<file path="src/rtl/mema_seq_pkg.sv">
// Shared types and helpers for the memA read sequencer and its row-by-vector consumers.
package mema_seq_pkg;

  localparam int unsigned COUNT_W = 32;

  typedef enum logic [2:0] {
    S_IDLE       = 3'd0,
    S_ISSUE      = 3'd1,
    S_STREAM     = 3'd2,
    S_WAIT_READY = 3'd3,
    S_NEXT       = 3'd4,
    S_DONE       = 3'd5
  } seq_state_t;

  function automatic int unsigned ceil_div(input int unsigned num, input int unsigned den);
    return (num + den - 1) / den;
  endfunction

endpackage

</file>
<file path="src/rtl/mema_read_sequencer_stream_down_counter.sv">
// Loadable down-counter that saturates at zero; times the chunk stream of one row group.
module stream_down_counter #(
  parameter int unsigned WIDTH = 4
) (
  input  logic             clk,
  input  logic             rst_n,
  input  logic             i_load,
  input  logic [WIDTH-1:0] i_load_val,
  input  logic             i_dec,
  output logic             o_zero_c
);

  logic [WIDTH-1:0] r_count;

  always_ff @(posedge clk) begin
    if (!rst_n) begin
      r_count <= '0;
    end else if (i_load) begin
      r_count <= i_load_val;
    end else if (i_dec && (r_count != '0)) begin
      r_count <= r_count - WIDTH'(1);
    end
  end

  assign o_zero_c = (r_count == '0);

endmodule

</file>
<file path="src/rtl/mema_read_sequencer.sv">
// Walks memA row-group addresses, pulses read_preprocess per group and waits for
// every row-by-vector module to report ready before moving to the next group.
module mema_read_sequencer
  import mema_seq_pkg::*;
#(
  parameter int unsigned no_of_elements_on_col_nos   = 20,
  parameter int unsigned no_of_row_by_vector_modules = 4,
  parameter int unsigned no_of_units                 = 8,
  parameter int unsigned no_of_row_groups            = 5,
  parameter int unsigned base_address                = 0
) (
  input  logic                                           clk,
  input  logic                                           rst_n,
  input  logic                                           start,
  input  logic [no_of_row_by_vector_modules-1:0]         I_am_ready,
  output logic [COUNT_W-1:0]                             memA_read_address,
  output logic                                           read_preprocess,
  output logic [COUNT_W*no_of_row_by_vector_modules-1:0] no_of_multiples,
  output logic [COUNT_W-1:0]                             group_index,
  output logic                                           busy,
  output logic                                           done
);

  localparam int unsigned M             = no_of_row_by_vector_modules;
  localparam int unsigned MULT          = ceil_div(no_of_elements_on_col_nos, no_of_units);
  // One chunk every two clocks plus the two-stage index pipeline in the consumers.
  localparam int unsigned STREAM_CYCLES = 2 * MULT + 2;
  localparam int unsigned CNT_W         = $clog2(STREAM_CYCLES + 1);
  localparam int unsigned LAST_GROUP    = no_of_row_groups - 1;

  seq_state_t                 r_state;
  logic [COUNT_W-1:0]         r_addr;
  logic [COUNT_W-1:0]         r_group;
  logic                       r_preprocess;
  logic                       r_busy;
  logic                       r_done;
  logic [COUNT_W*M-1:0]       r_multiples;
  logic                       w_stream_zero;

  stream_down_counter #(
    .WIDTH (CNT_W)
  ) u_stream_cnt (
    .clk        (clk),
    .rst_n      (rst_n),
    .i_load     (r_state == S_ISSUE),
    .i_load_val (CNT_W'(STREAM_CYCLES - 1)),
    .i_dec      (r_state == S_STREAM),
    .o_zero_c   (w_stream_zero)
  );

  // Outputs are registered alongside the state they belong to, so they line up with it.
  always_ff @(posedge clk) begin
    if (!rst_n) begin
      r_state      <= S_IDLE;
      r_addr       <= COUNT_W'(base_address);
      r_group      <= '0;
      r_preprocess <= 1'b0;
      r_busy       <= 1'b0;
      r_done       <= 1'b0;
      r_multiples  <= {M{COUNT_W'(MULT)}};
    end else begin
      r_preprocess <= 1'b0;
      r_done       <= 1'b0;
      case (r_state)
        S_IDLE: begin
          if (start) begin
            r_state      <= S_ISSUE;
            r_preprocess <= 1'b1;
            r_busy       <= 1'b1;
          end
        end
        S_ISSUE: begin
          r_state <= S_STREAM;
        end
        S_STREAM: begin
          if (w_stream_zero) begin
            r_state <= S_WAIT_READY;
          end
        end
        S_WAIT_READY: begin
          if (&I_am_ready) begin
            r_state <= S_NEXT;
          end
        end
        S_NEXT: begin
          if (r_group == COUNT_W'(LAST_GROUP)) begin
            r_state <= S_DONE;
            r_done  <= 1'b1;
            r_busy  <= 1'b0;
            r_addr  <= COUNT_W'(base_address);
            r_group <= '0;
          end else begin
            r_state      <= S_ISSUE;
            r_preprocess <= 1'b1;
            r_addr       <= r_addr + COUNT_W'(1);
            r_group      <= r_group + COUNT_W'(1);
          end
        end
        S_DONE: begin
          r_state <= S_IDLE;
        end
        default: begin
          r_state <= S_IDLE;
        end
      endcase
    end
  end

  assign memA_read_address = r_addr;
  assign read_preprocess   = r_preprocess;
  assign no_of_multiples   = r_multiples;
  assign group_index       = r_group;
  assign busy              = r_busy;
  assign done              = r_done;

endmodule
</file>
<file path="config.mk">
export PLATFORM = sky130hd
export DESIGN_NAME = mema_read_sequencer
export DESIGN_NICKNAME = d
export VERILOG_FILES = /design/src/rtl/mema_seq_pkg.sv /design/src/rtl/mema_read_sequencer_stream_down_counter.sv /design/src/rtl/mema_read_sequencer.sv
export SDC_FILE = /design/constraint.sdc
export NUM_CORES = 1
export LEC_CHECK = 0
export ABC_CLOCK_PERIOD_IN_PS = 3500
export CAP_MARGIN = 20
export CORE_ASPECT_RATIO = 0.7
export CORE_UTILIZATION = 46
export DETAILED_ROUTE_END_ITERATION = 12
export HOLD_SLACK_MARGIN = 0.06
export MAX_ROUTING_LAYER = met4
export PLACE_DENSITY = 0.87
export SLEW_MARGIN = 20
export SYNTH_ARGS = -nofsm -noshare
export SYNTH_HDL_FRONTEND = slang
export SYNTH_SLANG_ARGS = --single-unit
</file>
<file path="constraint.sdc">
create_clock -name clk -period 3.5 [get_ports clk]
set_input_delay 1.05 -clock clk [delete_from_list [all_inputs] [get_ports clk]]
set_output_delay 1.05 -clock clk [all_outputs]
set_load 0.05 [all_outputs]
</file>
==> results.cfg <==
[outcome]
status = complete, no violations

[setup_path]
reg2reg_to = group_index[19]$_SDFFE_PN0P_
path_depth = 4
crit_path_end = group_index[19]$_SDFFE_PN0P_
slowest_delay_ps = 810
crit_required_ps = 3760
worst-r2r-setup-slack_ps = 710
r2r-start = r_state[2]$_SDFFE_PN0P_
critPathLaunch = r_state[2]$_SDFFE_PN0P_
r2r_cells = 4
critPathBufInv = 0
cp_top_family = simple AND/OR/NAND/NOR gates
crit_slowest_cell = or4b_1
end_kind = register
cp_data_arrival_time_ps = 3050
worstPathCellList = or3b_1 > or4b_1 > or4_1 > a21oi_1
critPathLaunchType = register
path_max_fanout = 15
path_class = reg -> reg

[final_layout]
diodes = 0
seqCellArea_um2 = 1481
layout.cells.non_filler = 742
areaGrowthSynthToFinish_pct = 13.99
drive_gt1_share_pct = 3.236
most-common-layout-cells = conb_1 (128), dfxtp_1 (74), clkdlybuf4s50_1 (73)
multi_input_area_um2 = 2434
final_common_cell = conb_1
final_area_um2 = 5167
nets = 624
nFillCells = 845

[route]
drt_pre_antenna_iters = 5
drtAntennaViolNets = 0
wl_per_cell_um = 13.65
remaining_drc_errors = 0
viasPerCell = 5.166
routed_wirelength_mm = 10.13
vias = 3833
first_iter_violations = 286

[floorplan]
die_area_um2 = 10260
die_w_um = 120.7
start_util_pct = 48.61
fp-row-count = 29
io_pins = 202
coreArea_um2 = 9325
die_h_um = 85.06

[sta]
worst_pin_slew_ps = 958.8
relSlewSlack_pct = 35.94
rsz0062_at_grt = false
fin_crit_ps = 2795
setup_violations = 0
max_clock_freq_mhz = 357.8
hold_viol = 0
tns_ps = 0
skew_ps = 5.109
finalMaxSlewViolations = 0
period_share_pct = 79.85
setup_slack_ps = 705.3

[place]
detailed_place_hpwl_mm = 7.456
post-place-ws_ps = 729.6
numPortBuffers = 73
dp_cells = 726
gp_congestion = 0.8135
post_dp_cell_area_um2 = 4868

[min_path]
hp-class = reg -> reg

[synth]
synth-seq-cells = 74
ys_seq_area_share_pct = 32.68
syn_area_um2 = 4533
ys_warn_count = 0
synthTopCellsByArea = dfxtp_1 (33%), buf_4 (21%), or4_1 (5.1%)
avgSynthCellArea_um2 = 8.182
synth.largest_area_cell = dfxtp_1
synth_top_cell_area_share_pct = 32.68
yosysUniqueCellTypes = 41
synthCells = 554

[grt]
use_met2_pct = 30.98
grtUsageMet1_pct = 25.63
antenna_found_initial = 0
busiest_layer = met2
grt_max_degree = 40
grt_pass1_wl_mm = 15.87
first_global_vias = 3270
grt_overflow = 0
track_usage_pct = 19.90
grt_use_met3_pct = 4.167

[cts]
cts_sinks = 74
cts-resized-gates = 0
cts_setup_buffers = 0
clock_latency_ps = 330
cts_tree = built
h-tree-depth = 3
cts_buffer_depth = 2
numCtsBuffers = 9
cts.clk_slew.worst_paths_ps = 50
cts.hold.buffers_added = 0
cts-root-buf = clkbuf_16

[power_and_ir_drop]
p_sw_share_pct = 33.05
p_leak_nw = 1.800
p_sw_mw = 0.7523
power.density_nw_per_um2 = 440.5
clkPwrFrac_pct = 40.7
p_seq_share_pct = 39.3
power_frac_comb_pct = 20.0
p_int_mw = 1.524
ir_drop_uv = 275.3

[flow_run]
cap_violations = 0
[cell type report]
type | count | share of cell area [%]
Clock buffer | 14 | 5.109
Clock inverter | 2 | 0.6780
Inverter | 12 | 0.8717
Multi-Input combinational cell | 440 | 47.09
Sequential cell | 74 | 28.67
Tap cell | 124 | 3.002
Timing Repair Buffer | 76 | 14.58
[Yosys cell counts]
cell type and number:
a41oi_1 1, or4_1 31, or3b_1 1, dfxtp_1 74, nor3_1 8, and3_1 4, inv_1 12, or2_2 3
nand3b_1 1, clkbuf_1 25, nor4b_1 2, xnor2_1 16, nand3_1 21, o31a_1 1, o211ai_1 2, and4_1 4
xor2_1 7, nor4_1 11, nand4_1 17, nand2b_1 4, or3_1 16, o31ai_1 29, ha_1 4, a211oi_1 1
nor2_1 28, a21oi_1 44, and3b_1 1, a21boi_0 2, nand4bb_1 2, buf_2 1, o21ai_0 15, nor4bb_1 1
nor3b_1 3, conb_1 2, or4b_1 1, nand2_1 22, o41ai_1 1, and2_1 3, o21a_1 4, buf_4 128
mux2i_1 1
[cells by family after synthesis]
kind of cell,synth area share [%]
xor+xnor,4.444
mux,0.2208
buf+inv,24.37
flops,32.68
other cells,0.1657
compound gates,13.39
simple gates,23.63
fa+ha+maj,1.104
[flip-flops by register name, indices dropped and copies added, names as in the netlist]
register and cells:
busy 1, done 1, group_index 32, memA_read_address 32
r_state 3, read_preprocess 1, u_stream_cnt.r_count 4
[tightest hold or removal path: stages (launching register included)]
cell,delay (ps)
dfxtp_1,330
a21oi_1,40
nor2_1,70
[per-layer routing]
| metal | part of all wire, % | vias to the layer above |
|---|---|---|
| met3 | 5.0 | 14 |
| met2 | 49 | 144 |
| li1 | - | 1852 |
| met1 | 45 | 1823 |
| met5 | 0 | - |
| met4 | 1.0 | 0 |
[power by group through the flow]
stage | registers (mW) | logic, mW | clock network [mW]
after global routing | 0.898 | 0.481 | 0.983
after CTS | 0.894 | 0.451 | 0.949
after detailed placement | 0.912 | 0.449 | 0
final | 0.895 | 0.455 | 0.926
after global placement | 0.909 | 0.441 | 0
after floorplan | 0.910 | 0.522 | 0
[worst min-delay path by stage]
stage / startpoint / end / depth (start not counted)
5_1_grt: busy$_SDFFE_PN0P_ / busy$_SDFFE_PN0P_ / 2
6_report: busy$_SDFFE_PN0P_ / busy$_SDFFE_PN0P_ / 2
3_5_place_dp: busy$_SDFFE_PN0P_ / busy$_SDFFE_PN0P_ / 2
4_1_cts: busy$_SDFFE_PN0P_ / busy$_SDFFE_PN0P_ / 2
3_3_place_gp: busy$_SDFFE_PN0P_ / busy$_SDFFE_PN0P_ / 2
2_1_floorplan: u_stream_cnt.r_count[3]$_SDFFE_PP0P_ / u_stream_cnt.r_count[3]$_SDFFE_PP0P_ / 2
[stage by stage]
stage	hold slack (ps)	power, mW	util [%]
floorplan	537.2	1.432	-
global placement	473.2	1.350	52.21
detailed placement	458.8	1.361	52.21
CTS	484.3	2.294	55.41
global route	497.6	2.362	55.41
finish	485.5	2.276	55.41
(Power assumes the default switching activity.)
